**config.mk**
```make
export PLATFORM = sky130hd
export DESIGN_NAME = multiple_sequencer
export DESIGN_NICKNAME = d
export VERILOG_FILES = /design/src/rtl/multiple_sequencer.sv
export SDC_FILE = /design/constraint.sdc
export NUM_CORES = 1
export LEC_CHECK = 0
export CAP_MARGIN = 20
export CORE_AREA = 3 3 69 71
export DETAILED_ROUTE_END_ITERATION = 7
export DIE_AREA = 0 0 72 74
export GPL_TIMING_DRIVEN = 0
export PLACE_DENSITY_LB_ADDON = 0.15
export SLEW_MARGIN = 5
export SYNTH_ARGS = -nofsm -noshare
export SYNTH_HDL_FRONTEND = slang
export SYNTH_SLANG_ARGS = --single-unit
```
**constraint.sdc**
```tcl
create_clock -name clk -period 2 [get_ports clk]
set_clock_uncertainty 0.05 [all_clocks]
set_input_delay 0.3 -clock clk [delete_from_list [all_inputs] [get_ports clk]]
set_output_delay 0.3 -clock clk [all_outputs]
set_load 0.01 [all_outputs]
```
**src/rtl/multiple_sequencer.sv**
```systemverilog
// multiple_sequencer
// Walks the LM/SM register mask lowest-index-first and issues one register
// index and one memory address per transfer. flag_multiple tells the main
// controller that the whole list has been moved.
module multiple_sequencer #(
    parameter int ADDR_W = 16,
    parameter int NREG   = 8
) (
    input  logic                       clk,
    input  logic                       reset,
    input  logic                       start,
    input  logic                       mode_store,
    input  logic [NREG-1:0]            imm,
    input  logic [ADDR_W-1:0]          base_addr,
    input  logic                       advance,
    output logic [$clog2(NREG)-1:0]    reg_idx,
    output logic [ADDR_W-1:0]          mem_addr,
    output logic                       xfer_valid,
    output logic                       rf_we,
    output logic                       mem_we,
    output logic                       busy,
    output logic                       flag_multiple,
    output logic [$clog2(NREG+1)-1:0]  xfer_count
);

    localparam int IDX_W = $clog2(NREG);

    typedef enum logic [1:0] {
        IDLE = 2'd0,
        RUN  = 2'd1,
        DONE = 2'd2
    } state_t;

    state_t              state;
    logic [NREG-1:0]     mask_q;
    logic [ADDR_W-1:0]   addr_q;
    logic                mode_store_q;
    logic [NREG-1:0]     mask_next;
    logic [IDX_W-1:0]    lowest_idx;

    // Priority encoder: index of the lowest set mask bit, 0 for an empty mask.
    always_comb begin
        lowest_idx = '0;
        for (int i = NREG - 1; i >= 0; i--) begin
            if (mask_q[i]) begin
                lowest_idx = IDX_W'(i);
            end
        end
    end

    // Dropping the lowest set bit is the same as clearing bit reg_idx.
    assign mask_next = mask_q & (mask_q - NREG'(1));

    // Sequencer state: start always wins and reloads, advance steps one register.
    always_ff @(posedge clk or negedge reset) begin
        if (!reset) begin
            state        <= IDLE;
            mask_q       <= '0;
            addr_q       <= '0;
            mode_store_q <= 1'b0;
            xfer_count   <= '0;
        end else if (start) begin
            mask_q       <= imm;
            addr_q       <= base_addr;
            mode_store_q <= mode_store;
            xfer_count   <= '0;
            state        <= (imm != '0) ? RUN : DONE;
        end else begin
            case (state)
                RUN: begin
                    if (advance) begin
                        mask_q     <= mask_next;
                        addr_q     <= addr_q + ADDR_W'(1);
                        xfer_count <= xfer_count + 1'b1;
                        if (mask_next == '0) begin
                            state <= DONE;
                        end
                    end
                end
                DONE:    state <= DONE;
                default: state <= IDLE;
            endcase
        end
    end

    // Outputs decode registered state only, so nothing flows straight from the inputs.
    always_comb begin
        reg_idx       = lowest_idx;
        mem_addr      = addr_q;
        busy          = (state == RUN);
        xfer_valid    = (state == RUN);
        rf_we         = (state == RUN) & ~mode_store_q;
        mem_we        = (state == RUN) & mode_store_q;
        flag_multiple = (state == DONE);
    end

endmodule
```
==> metrics.yaml, run 1 <==
nNetsFinal: 297
end_kind: "flop"
tritoncts: "yes"
antenna_found_initial: 0
netSwitchingPower_uw: 492
p_sw_share_pct: 29.9
power.internal_uw: 1150
drt-vias-per-instance: 5.35
drive_gt1_share_pct: 11.7
synth_top_area_share_pct: 45.0
dp_hpwl_um: 3340
n_antenna_cell: 0
post-route-util_pct: 58.1
period_minus_slack_ns: 1.98
ys_seq_area_share_pct: 45.0
core_area_sq_um: 4290
grt_pass1_wl_um: 7590
relSlewSlack_pct: 52.2
drt_iter0_markers: 110
synth_top_family_by_area: "simple AND/OR/NAND/NOR gates"
path_max_fanout: 5
setup_viol: 0
grt_use_met1_pct: 24.0
ctsHoldBuffers: 0
synthAdderAreaFrac_pct: 3.49
cp.arrival_ns: 2.10
die_h_um: 74
ys_warn_count: 0
port_buffers: 55
gp_congestion: 0.762
synth-xor-area-share_pct: 7.12
status: "complete, no violations"
synth_area_per_cell_sq_um: 8.84
synth_area_sq_um: 1720
critPathRequiredTime_ns: 2.12
setup_ws_ns: 0.0226
num_vias: 1695
first_pass_iters: 5
syn_inst: 195
fillers: 413
pwr-share-comb_pct: 25.3
yosys.area_share.simple_pct: 22.2
reg2regPathDepth: 4
critical_path.max_stage_delay_ns: 0.52
wl_um: 4760
fp.dieArea_sq_um: 5330
grt_max_degree: 32
synth_cell_types: 37
r2r_end: "state[0]$_DFFE_PN0P_"
timing.hold.ws_ns: 0.0210
gr-usage-met3_pct: 5.54
clockBufferDepth: 2
cp_num_buf_inv: 0
grtUsageTotal_pct: 18.5
cts_sinks: 31
syn_nets: 228
root_buffer: "clkbuf_8"
die_x_um: 72
seq_power_share_pct: 45.9
fmaxAchievable_mhz: 506
cts-htree-levels: 2
start_util_pct: 40.1
netlist.top_cell.by_area: "dfrtp_1"
seqCellArea_sq_um: 778
grt_busiest_layer: "met2"
cp_top_family: "compound AO/OA/AOI/OAI gates"
overflow: 0
grt_util_met2_pct: 30.1
cp.depth: 4
r2r_slack_ns: 0.02
cap_violations: 0
dp_slack_ns: -0.246
rsz0062_at_grt: "yes"
cts_buffers: 5
cp_cell_sequence: "or4_4, a2111o_1, a211o_1, a21bo_2"
setup.worst_path.class: "flop to flop"
power_density_nw_per_um2: 660
power_leakage_uw: 0.00103
synthMuxAreaShare_pct: 1.23
routedWlPerCell_um: 15.0
rows: 24
r2r_start: "mask_q[2]$_DFFE_PN0P_"
cp-startpoint: "mask_q[2]$_DFFE_PN0P_"
dpl-instance-area_sq_um: 2330
min_path_type: "primary input to async pin"
synth_compound_area_share_pct: 17.1
critPathLaunchType: "flop"
path_clk_slew_ns: 0.07
slew_violations: 0
ir_worst_vdd_mv: 0.337
multiInputGateArea_sq_um: 916
grt_pass1_vias: 1560
p_clk_share_pct: 28.9
remaining_drc_errors: 0
slowest_stage: "or4_4"
clk_latency_ns: 0.28
worstMarginPinSlew_ns: 0.717
finalHoldViolCount: 0
design_area_sq_um: 2490
io_pins: 57
ant_nets: 0
timing.final.crit_share_pct: 98.9
synth_area_leaders: "dfrtp_1 45%, o21ai_0 8.1%, nand2_1 8.1%, xor2_1 6.1%, nand4_1 3.3%"
area_growth_pct: 44.8
ys_ff_latch: 31
## per-stage QoR
step	power, uW	instances	TNS (ns)
floorplan	931	195	0
global placement	1150	302	-3.10
detailed placement	1150	302	-0.665
CTS	1630	310	0
global route	1740	317	-0.0579
finish	1650	317	0
## cells in the final DEF, fill, tap and decap left out, drive strengths merged, types with 4 or more instances in the layout
cell,synthesis,layout
ha,4,4
nor2,12,12
buf,1,10
nand4,9,9
or3,4,4
o21ai,28,28
nand2,37,37
inv,6,6
xor2,12,12
and3,4,4
a31oi,4,4
a21oi,4,4
clkdlybuf4s50,0,49
clkbuf,9,16
dlygate4sd2,0,4
dfrtp,31,31
## state kept, by name, indices dropped and copies added, names as in the netlist
name	flops
mem_addr	16
mask_q	8
xfer_count	4
state	2
mode_store_q	1
## cell families after synthesis
kind of cell	after synthesis
AO/OA/AOI/OAI	48
XOR/XNOR	14
adder cells (fa/ha/maj)	5
buffers and inverters	16
flip-flops	31
multiplexers	2
AND/OR/NAND/NOR	79
## cell usage after synthesis, drive strengths merged
library cell / count
and4: 3
and3: 4
o31a: 1
xor2: 12
a21oi: 4
or4: 3
a2111o: 2
nand3: 2
nand2: 37
a21bo: 1
nand2b: 1
mux2: 1
inv: 6
a211o: 1
a31oi: 4
a2111oi: 1
maj3: 1
dfrtp: 31
or3: 4
clkbuf: 9
mux2i: 1
nand4: 9
buf: 1
a21boi: 1
o21bai: 1
nor3: 1
and2: 2
nor2: 12
ha: 4
o311ai: 2
xnor2: 2
nor2b: 1
o21ai: 28
a311oi: 1
a32oi: 1
## power groups by stage
stage / Sequential, uW / Combinational, uW / Clock [uW]
global placement: 765 / 387 / 0
detailed placement: 766 / 389 / 0
floorplan: 764 / 167 / 0
CTS: 755 / 396 / 482
global route: 763 / 459 / 522
finish: 755 / 416 / 475
## timing repair
item                                    CTS  global route
endpoints found under the setup margin   13             7
buffers inserted                          1             7
resized for setup                        14             5
pin swaps                                 1             2
## layer usage
metal,share of wire [%],wire [um]
met5,0,0
met4,1.1,50
met3,6.1,289
met2,48,2310
met1,44,2110
## worst max-delay path by stage
stage | end | slack, ns
after floorplan | mem_addr[14]$_DFFE_PN0P_ | 0.09
after global placement | mask_q[4]$_DFFE_PN0P_ | -0.20
after detailed placement | mask_q[4]$_DFFE_PN0P_ | -0.25
after CTS | state[1]$_DFFE_PN0P_ | 0.005
after global routing | reg_idx[2] | -0.02
final | state[0]$_DFFE_PN0P_ | 0.02
## area by class of cell
cell class,count,area share [%]
multi-input cells,148,36.7
flip-flops and latches,31,31.2
repair buffers,63,23.8
clock buffers,7,3.06
well taps,52,2.61
plain buffers,9,1.55
inverters,6,0.903
clock inverters,1,0.201
(Power assumes the default switching activity.)
==> run 2: changes to the inputs <==
--- a/config.mk
+++ b/config.mk
@@ -6,11 +6,12 @@
 export NUM_CORES = 1
 export LEC_CHECK = 0
 export CAP_MARGIN = 20
-export CORE_AREA = 3 3 69 71
+export CORE_AREA = 2 2 68 70
 export DETAILED_ROUTE_END_ITERATION = 7
-export DIE_AREA = 0 0 72 74
+export DIE_AREA = 0 0 70 72
 export GPL_TIMING_DRIVEN = 0
 export PLACE_DENSITY_LB_ADDON = 0.15
+export REMOVE_ABC_BUFFERS = 1
 export SLEW_MARGIN = 5
 export SYNTH_ARGS = -nofsm -noshare
 export SYNTH_HDL_FRONTEND = slang
==> metrics.yaml, run 2 (synthesis gave the netlist of run 1 again) <==
core_area_sq_um: 4260  # -0.70%
drt-vias-per-instance: 5.35  # about the same
worstMarginPinSlew_ns: 0.710  # -0.00710 ns
first_pass_iters: 4  # -1
grt_pass1_wl_um: 7020  # -7.5%
io_pins: 57  # unchanged
slowest_stage: "or4_4"
dp_slack_ns: -0.116  # +0.129 ns
area_growth_pct: 44.3
start_util_pct: 40.4  # +0.28 points
antenna_found_initial: 0  # unchanged
power_density_nw_per_um2: 724  # +9.7%
ir_worst_vdd_mv: 0.332  # -1.5%
n_antenna_cell: 0  # unchanged
wl_um: 4260  # -10%
port_buffers: 56  # +1.8%
layout_commonest_cell: "clkdlybuf4s50_1"
fmaxAchievable_mhz: 508  # +0.48%
grtUsageTotal_pct: 17.5  # -1.0 points
drt_iter0_markers: 127  # +15%
placed_cells: 293  # -3.0%
overflow: 0  # unchanged
drive_gt1_share_pct: 12.2  # +0.46 points
clockBufferDepth: 2  # unchanged
largest_reg_flops: 16  # unchanged
timing.final.crit_share_pct: 98.4  # -0.47 points
cp.depth: 4  # unchanged
cp_num_buf_inv: 0  # unchanged
cp.arrival_ns: 2.10  # about the same
remaining_drc_errors: 0  # unchanged
path_clk_slew_ns: 0.07  # about the same
reg2regPathDepth: 4  # unchanged
root_buffer: "clkbuf_8"
cts_buffers: 5  # unchanged
rsz0062_at_grt: "yes"
path_max_fanout: 5  # unchanged
finalSetupTns_ns: 0  # unchanged
die_h_um: 72  # -2.7%
rows: 24  # unchanged
ctsHoldBuffers: 0  # unchanged
num_vias: 1642  # -3.1%
tritoncts: "yes"
relSlewSlack_pct: 52.7  # +0.47 points
cts-htree-levels: 2  # unchanged
routedWlPerCell_um: 13.9  # -7.5%
clk_latency_ns: 0.28  # about the same
cp_cell_sequence: "or4_4, a2111o_1, a211o_1, a21bo_2"
nNetsFinal: 287  # -3.4%
setup.worst_path.class: "flop to flop"
power_leakage_uw: 0.00102  # -0.78%
setup_ws_ns: 0.0320  # +0.00939 ns
status: "complete, no violations"
finalNonFillerCells: 307  # -3.2%
critical_path.max_stage_delay_ns: 0.54  # +0.02 ns
end_kind: "flop"
die_x_um: 70  # -2.8%
critPathLaunchType: "flop"
critPathRequiredTime_ns: 2.13  # about the same
gp_congestion: 0.819  # +7.6%
slew_violations: 0  # unchanged
cts_sinks: 31  # unchanged
cap_violations: 0  # unchanged
ant_nets: 0  # unchanged
period_minus_slack_ns: 1.97  # -0.00939 ns
setup_viol: 0  # unchanged
finalHoldViolCount: 0  # unchanged
cp_top_family: "compound AO/OA/AOI/OAI gates"
grt_max_degree: 47  # +47%
fp.dieArea_sq_um: 5040  # -5.4%
grt_pass1_vias: 1504  # -3.6%
min_path_type: "primary input to async pin"
layout_common_cells: "50 x clkdlybuf4s50_1, 37 x nand2_1, 28 x o21ai_0, 28 x dfrtp_1, 12 x xor2_1"
dp_hpwl_um: 2800  # -16%
run 2: cell types whose count changed in the layout (fill, tap and decap cells not counted), sizes merged:
cell,delta
buf,-2
bufinv,+1
clkbuf,-9
clkdlybuf4s50,+1
dlygate4sd2,-1
run 2: path summary, 6_finish.rpt:
check | startpoint | endpoint | slack [ns]
worst max-delay path | mask_q[2]$_DFFE_PN0P_ | state[0]$_DFFE_PN0P_ | 0.03
worst min-delay path | reset | mask_q[6]$_DFFE_PN0P_ | 0.01
worst max register to register | mask_q[2]$_DFFE_PN0P_ | state[0]$_DFFE_PN0P_ | 0.03
worst min register to register | mode_store_q$_DFFE_PN0P_ | mode_store_q$_DFFE_PN0P_ | 0.49
max in group asynchronous | reset | mask_q[1]$_DFFE_PN0P_ | 1.38
min in group clk | mode_store_q$_DFFE_PN0P_ | mode_store_q$_DFFE_PN0P_ | 0.49
run 2: final cells by class:
cell class	count	area, sq um
clock buffers	6	82.6
clock inverters	2	35.0
fillers	381	1780
inverters	6	22.5
multi-input cells	148	917
flip-flops and latches	31	779
well taps	52	65.1
repair buffers	62	584
run 2: stage by stage:
step / cell area [sq um] / hold slack [ns] / power [uW] / utilization (%)
3_5_place_dp: 2300 / 0.343 / 1140 / 53.8
6_report: 2490 / 0.0149 / 1800 / 58.3
2_1_floorplan: 1680 / -0.0456 / 914 / -
5_1_grt: 2490 / 0.0618 / 1900 / 58.3
4_1_cts: 2440 / 0.0387 / 1790 / 57.3
3_3_place_gp: 2310 / 0.466 / 1140 / 54.1
run 2: timing repair:
item,in CTS,in global routing
setup endpoints to repair,11,7
pin swaps,0,1
setup buffers,1,5
gates resized for setup,13,6
run 2: worst reg2reg max path, stage by stage (launching register included):
cell      delay [ns]
dfrtp_2         0.43
or4_4           0.54
a2111o_1        0.35
a211o_1         0.31
a21bo_2         0.20
run 2: layer usage:
| layer | global-route usage (%) | routed length, um |
|---|---|---|
| met3 | 6.11 | 324 |
| met1 | 24.6 | 2040 |
| met5 | 0 | 0 |
| met2 | 24.9 | 1840 |
| met4 | 6.41 | 57 |
run 2: power breakdown:
group          switching, uW  internal, uW  leakage (uW)
combinational            179           221      0.000585
clock                    239           403     0.0000612
sequential              74.5           683      0.000376
